File: config.mk
export PLATFORM = sky130hd
export DESIGN_NAME = hazard_ctrl
export DESIGN_NICKNAME = d
export VERILOG_FILES = /design/src/rtl/hazard_pkg.sv /design/src/rtl/hazard_fwd_sel.sv /design/src/rtl/hazard_ctrl.sv
export SDC_FILE = /design/constraint.sdc
export NUM_CORES = 1
export LEC_CHECK = 0
export BUFFER_PORTS_ARGS = -buffer_cell sky130_fd_sc_hd__buf_2
export CAP_MARGIN = 20
export CORE_MARGIN = 5
export CORE_UTILIZATION = 35
export DETAILED_ROUTE_END_ITERATION = 8
export PLACE_DENSITY = 0.89
export SLEW_MARGIN = 20
export SYNTH_ARGS = -nofsm -noshare
export SYNTH_HDL_FRONTEND = slang
export SYNTH_SLANG_ARGS = --single-unit
File: constraint.sdc
create_clock -name clk -period 4.8 [get_ports clk]
set_input_delay 1.2 -clock clk [delete_from_list [all_inputs] [get_ports clk]]
set_output_delay 1.2 -clock clk [all_outputs]
set_load 0.01 [all_outputs]
File: src/rtl/hazard_pkg.sv
// Shared types for the pipeline hazard controller: FSM state encoding and
// forwarding-select codes driven onto the EX operand muxes.
package hazard_pkg;

  typedef enum logic [1:0] {
    IDLE     = 2'd0,
    LD_HOLD  = 2'd1,
    MDU_WAIT = 2'd2
  } hz_state_t;

  localparam logic [1:0] FWD_NONE = 2'b00;
  localparam logic [1:0] FWD_WB   = 2'b01;
  localparam logic [1:0] FWD_MEM  = 2'b10;

endpackage

File: src/rtl/hazard_fwd_sel.sv
// Forwarding select for one EX operand: MEM result beats WB result, x0 never forwards.
module hazard_fwd_sel
  import hazard_pkg::*;
#(
  parameter int RA_W = 5
) (
  input  logic [RA_W-1:0] rs,
  input  logic [RA_W-1:0] rd_m,
  input  logic [RA_W-1:0] rd_w,
  input  logic            reg_write_m,
  input  logic            reg_write_w,
  output logic [1:0]      sel
);

  always_comb begin
    sel = FWD_NONE;
    if (rs != '0) begin
      if (reg_write_m && (rs == rd_m)) begin
        sel = FWD_MEM;
      end else if (reg_write_w && (rs == rd_w)) begin
        sel = FWD_WB;
      end
    end
  end

endmodule

File: src/rtl/hazard_ctrl.sv
// Hazard/forwarding controller for the 5-stage pipeline: forwarding, load-use bubbles,
// MDU hold and branch flush. Optional perf counters under HAZ_PERF_CNT_EN.
module hazard_ctrl
  import hazard_pkg::*;
#(
  parameter int RA_W              = 5,
  parameter int LOAD_STALL_CYCLES = 1,
  parameter int BRANCH_STALL      = 1,
  parameter int FLUSH_E_ON_BRANCH = 0
`ifdef HAZ_PERF_CNT_EN
  ,
  parameter int CNT_W             = 32
`endif
) (
  input  logic            clk,
  input  logic            reset,
  input  logic            reg_write_e,
  input  logic            reg_write_m,
  input  logic            reg_write_w,
  input  logic            load_e,
  input  logic            pc_src_e,
  input  logic            mdu_start_e,
  input  logic            mdu_done,
  input  logic [RA_W-1:0] rs1_d,
  input  logic [RA_W-1:0] rs2_d,
  input  logic [RA_W-1:0] rs1_e,
  input  logic [RA_W-1:0] rs2_e,
  input  logic [RA_W-1:0] rd_e,
  input  logic [RA_W-1:0] rd_m,
  input  logic [RA_W-1:0] rd_w,
  output logic            stall_f,
  output logic            stall_d,
  output logic            stall_e,
  output logic            flush_d,
  output logic            flush_e,
  output logic [1:0]      forward_ae,
  output logic [1:0]      forward_be
`ifdef HAZ_PERF_CNT_EN
  ,
  output logic [CNT_W-1:0] stall_cnt,
  output logic [CNT_W-1:0] flush_cnt
`endif
);

  localparam int CNT_WD = $clog2(LOAD_STALL_CYCLES + 1);

  hz_state_t         state, state_nxt;
  logic [CNT_WD-1:0] cnt, cnt_nxt;
  logic              pc_src_q;
  logic              lu_hit;
  logic              br_edge;
  logic [1:0]        sel_a, sel_b;
  logic              unused_reg_write_e;

  // A load always writes its rd, so the EX write enable adds nothing to load-use detection.
  assign unused_reg_write_e = reg_write_e;

  hazard_fwd_sel #(.RA_W(RA_W)) u_fwd_a (
    .rs          (rs1_e),
    .rd_m        (rd_m),
    .rd_w        (rd_w),
    .reg_write_m (reg_write_m),
    .reg_write_w (reg_write_w),
    .sel         (sel_a)
  );

  hazard_fwd_sel #(.RA_W(RA_W)) u_fwd_b (
    .rs          (rs2_e),
    .rd_m        (rd_m),
    .rd_w        (rd_w),
    .reg_write_m (reg_write_m),
    .reg_write_w (reg_write_w),
    .sel         (sel_b)
  );

  assign forward_ae = reset ? FWD_NONE : sel_a;
  assign forward_be = reset ? FWD_NONE : sel_b;

  assign lu_hit  = load_e && (rd_e != '0) && ((rs1_d == rd_e) || (rs2_d == rd_e));
  assign br_edge = pc_src_e && !pc_src_q;

  always_ff @(posedge clk or posedge reset) begin
    if (reset) begin
      state    <= IDLE;
      cnt      <= '0;
      pc_src_q <= 1'b0;
    end else begin
      state    <= state_nxt;
      cnt      <= cnt_nxt;
      pc_src_q <= pc_src_e;
    end
  end

  always_comb begin
    state_nxt = state;
    cnt_nxt   = cnt;
    stall_f   = 1'b0;
    stall_d   = 1'b0;
    stall_e   = 1'b0;
    flush_d   = 1'b0;
    flush_e   = 1'b0;
    unique case (state)
      IDLE: begin
        // A taken branch makes the D-stage instruction wrong-path, so its load-use hit is moot.
        if (pc_src_e) begin
          flush_d = 1'b1;
          flush_e = (FLUSH_E_ON_BRANCH != 0);
          stall_f = (BRANCH_STALL != 0) && br_edge;
          stall_d = (BRANCH_STALL != 0) && br_edge;
        end else if (mdu_start_e && !mdu_done) begin
          stall_f   = 1'b1;
          stall_d   = 1'b1;
          stall_e   = 1'b1;
          state_nxt = MDU_WAIT;
        end else if (mdu_start_e && mdu_done) begin
          state_nxt = IDLE;
        end else if (lu_hit) begin
          stall_f = 1'b1;
          stall_d = 1'b1;
          flush_e = 1'b1;
          if (LOAD_STALL_CYCLES > 1) begin
            cnt_nxt   = CNT_WD'(LOAD_STALL_CYCLES - 1);
            state_nxt = LD_HOLD;
          end
        end
      end
      LD_HOLD: begin
        stall_f = 1'b1;
        stall_d = 1'b1;
        flush_e = 1'b1;
        cnt_nxt = cnt - CNT_WD'(1);
        if (cnt == CNT_WD'(1)) begin
          state_nxt = IDLE;
        end
      end
      MDU_WAIT: begin
        if (!mdu_done) begin
          stall_f = 1'b1;
          stall_d = 1'b1;
          stall_e = 1'b1;
        end else begin
          state_nxt = IDLE;
        end
      end
      default: state_nxt = IDLE;
    endcase
    if (reset) begin
      stall_f = 1'b0;
      stall_d = 1'b0;
      stall_e = 1'b0;
      flush_d = 1'b0;
      flush_e = 1'b0;
    end
  end

`ifdef HAZ_PERF_CNT_EN
  always_ff @(posedge clk or posedge reset) begin
    if (reset) begin
      stall_cnt <= '0;
      flush_cnt <= '0;
    end else begin
      if (stall_f && (stall_cnt != '1)) begin
        stall_cnt <= stall_cnt + CNT_W'(1);
      end
      if ((flush_d || flush_e) && (flush_cnt != '1)) begin
        flush_cnt <= flush_cnt + CNT_W'(1);
      end
    end
  end
`endif

endmodule
==> results of run 1 <==
[synthesized netlist by cell type]
| cell | number |
|---|---|
| nor2_1 | 5 |
| nand4_1 | 2 |
| buf_4 | 1 |
| and2_1 | 1 |
| o22ai_1 | 1 |
| xnor2_1 | 12 |
| o211ai_2 | 1 |
| a21oi_1 | 1 |
| nand2b_1 | 1 |
| nor3b_1 | 1 |
| nor3b_2 | 1 |
| nor3_1 | 2 |
| and3_1 | 3 |
| xor2_1 | 18 |
| a31oi_1 | 1 |
| nor2b_1 | 1 |
| a22oi_1 | 1 |
| nand2_1 | 2 |
| inv_1 | 3 |
| nor4_1 | 5 |
| or4_1 | 3 |
| dfrtp_1 | 2 |
[cell type report]
cell class,instances,area share
multi-input cells,62,0.562
repair buffers,51,0.311
flip-flops and latches,2,0.0611
clock buffers,3,0.0275
well taps,16,0.0244
inverters,3,0.0137
[stage by stage]
step                instance area, sq um  power (mW)  hold slack [ns]   util
CTS                                  820       0.117            0.595  0.557
floorplan                            529      0.0473            0.543      -
finish                               820       0.114            0.597  0.557
global route                         820       0.124            0.651  0.557
global placement                     797      0.0771            0.561  0.542
detailed placement                   797      0.0795            0.589  0.542
[worst max-delay path by stage]
stage | cells past startpoint | slack (ns) | endpoint | start
2_1_floorplan | 4 | 1.40 | stall_f | rd_e[1]
3_3_place_gp | 6 | 1.24 | forward_ae[1] | rd_m[2]
3_5_place_dp | 6 | 1.22 | forward_ae[1] | rd_m[2]
4_1_cts | 6 | 1.21 | forward_ae[1] | rd_m[2]
5_1_grt | 6 | 1.08 | forward_ae[1] | rd_m[2]
6_report | 6 | 1.22 | forward_ae[1] | rd_m[2]
[worst max-delay path, cell delays in order]
cell and delay (ns):
buf_2 0.12, xor2_1 0.15, nor4_1 0.35, and3_1 0.22, nor3b_1 0.17, buf_2 0.16
[state kept, by name (all words and copies together), names as in the netlist]
| name | count |
|---|---|
| pc_src_q | 1 |
| state | 1 |
[cell families (layout without fill, tap and decap cells)]
family	count (synthesis)	count (layout)	synth area share
AND/OR/NAND/NOR	27	27	0.303
AO/OA/AOI/OAI	5	5	0.0709
XOR/XNOR	30	30	0.496
flip-flops	2	2	0.0946
buffers and inverters	4	57	0.0355
[metal layers]
layer,share of wire,up-vias,GRT usage
li1,-,343,-
met1,0.36,287,0.150
met2,0.49,48,0.259
met3,0.14,2,0.0275
met4,0.012,0,0.0583
met5,0,-,0
[report_power, final]
| group | internal [mW] | switching (mW) | total (mW) |
|---|---|---|---|
| Sequential | 0.0180 | 0.000405 | 0.0184 |
| Clock | 0.0274 | 0.00779 | 0.0352 |
| Combinational | 0.0311 | 0.0295 | 0.0606 |
| Total | 0.0765 | 0.0377 | 0.114 |
==> flow_summary_export.csv, run 1 <==
group,metric,value,unit
sta,period_minus_slack,3.58,ns
setup_path,worstPathMaxFanout,2,
run_status,status,"finished, final reports clean",
synthesis,yosysWarnings,0,
sta,fmax,279,MHz
grt,grt_pass1_vias,735,
layout,layout_common_cells,"buf_2 (51), xor2_1 (18), xnor2_1 (12)",
synthesis,synth_seq_area_share,0.0946,
synthesis,syn-num-nets,112,
clock_network,cts_inserted_buffers,3,
layout,layout_commonest_cell,"buf_2",
synthesis,synthTopCellsByArea,"xor2_1 (30%), xnor2_1 (20%), dfrtp_1 (9.5%), nor4_1 (5.9%), or4_1 (4.3%)",
setup_path,r2r.worst_path.cells,2,
layout,seqCellArea,50.0,sq um
synthesis,syn_area,529,sq um
setup_path,critical_path_required,3.60,ns
synthesis,syn_inst,68,
floorplan,fp.dieArea,2390,sq um
setup_path,cp.arrival,2.38,ns
clock_network,clk_pin_slew_worst_paths,0.03,ns
route,drc,0,
grt,grtUsageTotal,0.139,
synthesis,synth.distinct_cells,22,
floorplan,die_h,48.9,um
clock_network,cts_root_buf,"clkbuf_4",
layout,layoutNonFillerInstCount,137,
power_and_ir_drop,ir_drop,0.0736,mV
synthesis,synth_largest_area_cell,"xor2_1",
route,postRouteAntennaNets,0,
sta,hold_viol_final,0,
job,maxCapViolCount,0,
sta,fin_crit_sh,0.746,
floorplan,ios,53,
floorplan,fp-row-count,14,
floorplan,die_w,48.9,um
sta,tightest_slew,0.351,ns
grt,grt_max_degree,7,
setup_path,r2r_setup_slack,4.10,ns
placement,post-place-ws,1.22,ns
floorplan,core_region_area,1470,sq um
worst_hold_path,worstHoldStart,"state[1]",
route,wl,1.68,mm
clock_network,hold_buffers,0,
route,vias_per_cell,4.96,
layout,final_nets,167,
layout,multi_input_area,460,sq um
setup_path,cp-end-kind,"primary output",
clock_network,clk_path_buf_depth,2,
grt,grt_antenna_before_repair,0,
grt,grt_pass1_wl,2.77,mm
setup_path,path_class,"input pin to primary output",
floorplan,start_util,0.360,
power_and_ir_drop,p_leak,0.424,nW
grt,grt-ovfl-total,0,
clock_network,post_cts_resized,0,
placement,dp_hpwl,1.54,mm
clock_network,htreeDepth,1,
setup_path,startpoint_type,"input pin",
setup_path,r2r_start,"state[1]",
layout,num_antenna_cells,0,
sta,max-slew-margin-rel,0.764,
layout,area_growth,54.8,%
placement,placed_cells,134,
sta,fin_worst_skew,0,ns
synthesis,yosys.area.top_type_share,0.298,
sta,setup_viol,0,
route,drt_iter0_drc,0,
route,num_vias,680,
clock_network,post_cts_buffers,0,
power_and_ir_drop,p_per_area,139,nW/um^2
clock_network,clock_sinks,2,
route,wl_per_cell,12.3,um
clock_network,insertion_delay,0.22,ns
sta,fin_setup_tns,0,ns
setup_path,rr_endpoint,"state[1]",
sta,final_max_slew_viol_count,0,
worst_hold_path,hold_end,"state[1]",
worst_hold_path,whs_path_depth,2,
layout,fillers,138,
synthesis,synth_seq_cells,2,
worst_hold_path,worstHoldPathType,"flop to flop",
placement,portBuffers,51,
sta,setup_slack,1.22,ns
synthesis,syn_avg_cell_area,7.78,sq um
sta,rsz0062_at_grt,"no",
placement,place_congestion,0.905,
layout,drive_above_1_share,0.463,
route,first_pass_iters,1,
clock_network,cts_tree,"done",
(Power assumes the default switching activity.)
==> run 2: changes to the inputs <==
--- a/config.mk
+++ b/config.mk
@@ -8,9 +8,9 @@
 export BUFFER_PORTS_ARGS = -buffer_cell sky130_fd_sc_hd__buf_2
 export CAP_MARGIN = 20
 export CORE_MARGIN = 5
-export CORE_UTILIZATION = 35
+export CORE_UTILIZATION = 31
 export DETAILED_ROUTE_END_ITERATION = 8
-export PLACE_DENSITY = 0.89
+export PLACE_DENSITY = 0.84
 export SLEW_MARGIN = 20
 export SYNTH_ARGS = -nofsm -noshare
 export SYNTH_HDL_FRONTEND = slang
==> constraint.sdc (replaced) <==
create_clock -name clk -period 2.9 [get_ports clk]
set_input_delay 0.725 -clock clk [delete_from_list [all_inputs] [get_ports clk]]
set_output_delay 0.725 -clock clk [all_outputs]
set_load 0.01 [all_outputs]
==> flow_summary_export.csv, run 2 (synthesis results as in run 1) <==
group,metric,value,unit
run_status,status,"finished, final reports clean",
floorplan,ios,53,
layout,layout_commonest_cell,"buf_2",
power_and_ir_drop,p_clk_frac,0.315,
route,postRouteAntennaNets,0,
power_and_ir_drop,switching_share,0.330,
grt,gr-usage-met1,0.138,
placement,dp_hpwl,1.53,mm
sta,setup_slack,0.336,ns
clock_network,post_cts_buffers,0,
power_and_ir_drop,ir_drop,0.135,mV
setup_path,worstPathMaxFanout,2,
grt,grt_antenna_before_repair,0,
floorplan,fp.dieArea,2630,sq um
clock_network,cts_tree,"done",
placement,post-place-ws,0.338,ns
sta,max-slew-margin-rel,0.792,
power_and_ir_drop,p_sw,0.0624,mW
sta,hold_viol_final,0,
layout,area_growth,55.1,%
placement,place_congestion,0.849,
grt,grtUsageMet2,0.242,
sta,fin_worst_skew,0,ns
setup_path,cp.arrival,1.84,ns
grt,grt_use_met3,0.0350,
route,wl_per_cell,12.2,um
setup_path,startpoint_type,"input pin",
sta,fmax,390,MHz
clock_network,cts_root_buf,"clkbuf_4",
sta,fin_setup_tns,0,ns
clock_network,clk_path_buf_depth,2,
sta,setup_viol,0,
clock_network,cts_inserted_buffers,3,
layout,fillers,184,
floorplan,die_h,51.3,um
grt,grt_pass1_vias,698,
clock_network,insertion_delay,0.22,ns
sta,tightest_slew,0.309,ns
power_and_ir_drop,p_int,0.127,mW
route,num_vias,673,
sta,rsz0062_at_grt,"no",
power_and_ir_drop,p_leak,0.424,nW
clock_network,hold_buffers,0,
floorplan,fp-row-count,15,
grt,grtUsageTotal,0.127,
clock_network,htreeDepth,1,
sta,final_max_slew_viol_count,0,
route,drt_iter0_drc,6,
power_and_ir_drop,power.share.sequential,0.161,
setup_path,path_class,"input pin to primary output",
placement,placed_cells,135,
grt,grt-ovfl-total,0,
job,maxCapViolCount,0,
power_and_ir_drop,comb_power_share,0.525,
sta,fin_crit_sh,0.884,
layout,final_nets,167,
setup_path,cp-end-kind,"primary output",
clock_network,post_cts_resized,0,
power_and_ir_drop,total_power,0.189,mW
grt,gr-max-usage-layer,"met2",
floorplan,core_region_area,1670,sq um
layout,drive_above_1_share,0.463,
route,drc,0,
placement,portBuffers,51,
route,vias_per_cell,4.88,
sta,period_minus_slack,2.56,ns
clock_network,clock_sinks,2,
floorplan,start_util,0.317,
route,wl,1.69,mm
power_and_ir_drop,p_per_area,230,nW/um^2
setup_path,critical_path_required,2.17,ns
clock_network,clk_pin_slew_worst_paths,0.03,ns
grt,grt_max_degree,7,
layout,largest_registers,"pc_src_q x1, state x1",
layout,multi_input_area,460,sq um
layout,seqCellArea,50.0,sq um
route,first_pass_iters,4,
layout,layout_common_cells,"buf_2 (51), xor2_1 (18), xnor2_1 (12)",
layout,num_antenna_cells,0,
grt,grt_pass1_wl,2.68,mm
worst_hold_path,worstHoldPathType,"input pin to asynchronous set/reset pin",
floorplan,die_w,51.3,um
layout,layoutNonFillerInstCount,138,
sta,holdWs,0.425,ns
## run 2: worst max-delay path: stages
cell and delay [ns]:
buf_2 0.12, xor2_1 0.16, nor4_1 0.31, and3_1 0.21
nor3b_1 0.16, buf_2 0.15
## run 2: path summary, 6_finish.rpt
check                      startpoint             to  slack, ns  cells after the start
setup / recovery              rd_m[2]  forward_ae[1]       0.34                      6
hold / removal                  reset       state[1]       0.42                      2
setup reg to reg             state[1]       state[1]       2.21                      2
hold reg to reg              state[1]       state[1]       0.59                      2
max in group asynchronous       reset       pc_src_q       2.35                      2
min in group clk             state[1]       state[1]       0.59                      2
## run 2: per-layer routing
| layer | wire length [um] | up-vias | share of wire |
|---|---|---|---|
| met3 | 213 | 0 | 0.13 |
| met2 | 779 | 38 | 0.46 |
| met5 | 0 | - | 0 |
| met1 | 695 | 290 | 0.41 |
| li1 | - | 345 | - |
| met4 | 0 | 0 | 0 |
## run 2: cell type report
type                            count  share of cell area
Clock buffer                        3              0.0274
Timing Repair Buffer               51               0.311
Inverter                            3              0.0137
Tap cell                           17              0.0259
Multi-Input combinational cell     62               0.561
Sequential cell                     2              0.0610
## run 2: metrics by stage
stage	area (sq um)	util
floorplan	529	-
global placement	798	0.478
detailed placement	798	0.478
CTS	821	0.491
global route	821	0.491
finish	821	0.491
## run 2: power by group through the flow
| stage | sequential, mW | clock, mW | combinational (mW) |
|---|---|---|---|
| 4_1_cts | 0.0304 | 0.0635 | 0.100 |
| 6_report | 0.0304 | 0.0595 | 0.0992 |
| 5_1_grt | 0.0306 | 0.0635 | 0.111 |
| 3_3_place_gp | 0.0305 | 0 | 0.0962 |
| 3_5_place_dp | 0.0307 | 0 | 0.0996 |
| 2_1_floorplan | 0.0305 | 0 | 0.0478 |
==> run 3: changes to the inputs <==
--- a/config.mk
+++ b/config.mk
@@ -8,10 +8,11 @@
 export BUFFER_PORTS_ARGS = -buffer_cell sky130_fd_sc_hd__buf_2
 export CAP_MARGIN = 20
 export CORE_MARGIN = 5
-export CORE_UTILIZATION = 31
+export CORE_UTILIZATION = 32
 export DETAILED_ROUTE_END_ITERATION = 8
-export PLACE_DENSITY = 0.84
+export PLACE_DENSITY = 0.85
 export SLEW_MARGIN = 20
 export SYNTH_ARGS = -nofsm -noshare
 export SYNTH_HDL_FRONTEND = slang
+export SYNTH_HIERARCHICAL = 1
 export SYNTH_SLANG_ARGS = --single-unit
==> flow_summary_export.csv, run 3 <==
group,metric,value,unit
placement,post-place-ws,0.303,ns
floorplan,die_w,51.1,um
clock_network,clock_sinks,2,
synthesis,netlist_top_cells_count,"xor2_1 (18), xnor2_1 (12), nor2_1 (7), nor2b_1 (4)",
power_and_ir_drop,p_leak,0.424,nW
floorplan,fp.dieArea,2620,sq um
setup_path,critPathMostFrequentCell,"buf_2",
setup_path,path_buf_inv,2,
power_and_ir_drop,power.share.sequential,0.157,
synthesis,synth_largest_area_cell,"xor2_1",
setup_path,r2r.worst_path.cells,2,
setup_path,rr_endpoint,"state[1]",
layout,drive_above_1_share,0.452,
layout,layoutNonFillerInstCount,140,
synthesis,syn-num-nets,115,
synthesis,yosys.area.top_type_share,0.291,
setup_path,r2r_start,"state[1]",
synthesis,synthTopCellsByArea,"xor2_1 (29%), xnor2_1 (19%), dfrtp_1 (9.2%), nor2_1 (4.8%), nor2b_1 (4.6%)",
layout,layout_commonest_cell,"buf_2",
clock_network,htreeDepth,1,
clock_network,post_cts_buffers,0,
worst_hold_path,worstHoldPathType,"input pin to asynchronous set/reset pin",
sta,hold_viol_final,0,
synthesis,synth.distinct_cells,23,
setup_path,startpoint,"rs1_e[2]",
power_and_ir_drop,p_clk_frac,0.317,
floorplan,die_h,51.1,um
layout,final_util,0.534,
synthesis,synth_edf_count,0,
layout,layout_common_cells,"buf_2 (51), xor2_1 (18), xnor2_1 (12)",
synthesis,yosysMostFrequentCell,"xor2_1",
setup_path,cp-end-kind,"primary output",
power_and_ir_drop,ir_drop,0.168,mV
route,postRouteAntennaNets,0,
clock_network,insertion_delay,0.22,ns
power_and_ir_drop,comb_power_share,0.526,
floorplan,fp-row-count,14,
sta,fmax,379,MHz
clock_network,clk_pin_slew_worst_paths,0.03,ns
placement,portBuffers,51,
setup_path,crit_cells,6,
sta,period_minus_slack,2.64,ns
synthesis,synth_seq_cells,2,
run_status,status,"finished, final reports clean",
setup_path,r2r_setup_slack,2.20,ns
sta,setup_viol,0,
route,wl,1.83,mm
clock_network,post_cts_resized,0,
sta,tightest_slew,0.333,ns
clock_network,cts_root_buf,"clkbuf_4",
grt,grt_max_degree,8,
sta,fin_setup_tns,0,ns
route,vias_per_cell,4.93,
sta,rsz0062_at_grt,"no",
route,drt_iter0_drc,14,
placement,placed_cells,137,
setup_path,worstPathMaxFanout,3,
floorplan,start_util,0.348,
power_and_ir_drop,p_sw,0.0660,mW
synthesis,syn_avg_cell_area,7.63,sq um
setup_path,path_class,"input pin to primary output",
clock_network,cts_tree,"done",
route,first_pass_iters,4,
synthesis,synth_seq_area_share,0.0924,
layout,area_growth,53.6,%
route,num_vias,690,
sta,max-slew-margin-rel,0.776,
layout,num_antenna_cells,0,
grt,grt-ovfl-total,0,
synthesis,synthFlopType,"dfrtp_1",
setup_path,startpoint_type,"input pin",
layout,final_nets,170,
job,maxCapViolCount,0,
synthesis,syn_area,542,sq um
placement,place_congestion,0.768,
sta,fin_crit_sh,0.909,
power_and_ir_drop,p_int,0.127,mW
sta,fin_worst_skew,0,ns
setup_path,cpMaxStageDelayCell,"or4_1",
setup_path,path_delay_family,"simple AND/OR/NAND/NOR gates",
sta,setup_slack,0.264,ns
grt,grt_antenna_before_repair,0,
setup_path,slowest_delay,0.54,ns
power_and_ir_drop,p_per_area,232,nW/um^2
grt,grt_pass1_wl,2.77,mm
synthesis,postSynth.asyncResetShare,1.00,
grt,grt_pass1_vias,683,
power_and_ir_drop,switching_share,0.341,
sta,final_max_slew_viol_count,0,
floorplan,core_region_area,1560,sq um
setup_path,worstPathCellList,"buf_2 -> or4_1 -> nor2_1 -> nor4b_1 -> nor2b_1 -> buf_2",
clock_network,hold_buffers,0,
grt,grtUsageTotal,0.137,
clock_network,clk_path_buf_depth,2,
synthesis,syn_inst,71,
route,drc,0,
synthesis,yosysWarnings,6,
setup_path,critical_path_required,2.17,ns
floorplan,ios,53,
placement,dp_hpwl,1.62,mm
setup_path,cp.arrival,1.91,ns
layout,largest_registers,"pc_src_q x1, state x1",
route,wl_per_cell,13.0,um
clock_network,cts_inserted_buffers,3,
run 3: changes by cell type in the layout (fill, tap and decap cells not counted), sizes merged:
| cell | previous run | this run |
|---|---|---|
| nand3 | 0 | 2 |
| and3 | 3 | 1 |
| nor4b | 0 | 2 |
| nor4 | 5 | 3 |
| nor2b | 1 | 4 |
| nor3b | 2 | 0 |
| nor2 | 5 | 7 |
run 3: power by group through the flow:
stage	clock network [mW]	registers (mW)	logic [mW]
floorplan	0	0.0305	0.0486
global placement	0	0.0306	0.0976
detailed placement	0	0.0306	0.102
CTS	0.0649	0.0303	0.102
global route	0.0680	0.0305	0.112
finish	0.0614	0.0303	0.102
run 3: kinds of logic (layout without fill, tap and decap cells):
logic type                count (synthesis)  in the layout  synth area share
and+or+nand+nor                          30             30             0.319
xor gates and xnor gates                 30             30             0.485
buffers and inverters                     4             57            0.0346
DFF                                       2              2            0.0924
AOI/OAI and AO/OA                         5              5            0.0693
run 3: through the flow:
step / area, sq um / total power, mW / hold WS (ns)
finish: 832 / 0.193 / 0.422
global route: 832 / 0.210 / 0.419
CTS: 832 / 0.197 / 0.413
detailed placement: 810 / 0.132 / 0.580
global placement: 810 / 0.128 / 0.567
floorplan: 542 / 0.0791 / 0.476
run 3: how the worst max path moves through the flow:
stage,end
2_1_floorplan,stall_f
3_3_place_gp,forward_be[0]
3_5_place_dp,forward_ae[0]
4_1_cts,forward_ae[0]
5_1_grt,forward_be[0]
6_report,forward_ae[0]
run 3: layout make-up:
type                    count  area (sq um)
inverters                   3          11.3
repair buffers             51           255
clock buffers               3          22.5
fillers                   152           727
multi-input cells          65           473
flip-flops and latches      2          50.0
well taps                  16          20.0
run 3: per-layer routing:
layer  share of wire  GRT usage  vias up  wire length, um
met1            0.38      0.136      304              694
met4               0     0.0538        0                0
li1                -          -      351                -
met5               0          0        -                0
met3           0.097     0.0407        0              177
met2            0.52      0.262       35              955
run 3: worst reg2reg max path, delay by kind of cell, from the launching register on:
kind | cells | cell delay, ns
compound gates | 1 | 0.21
buf+inv | 1 | 0.06
flops | 1 | 0.33
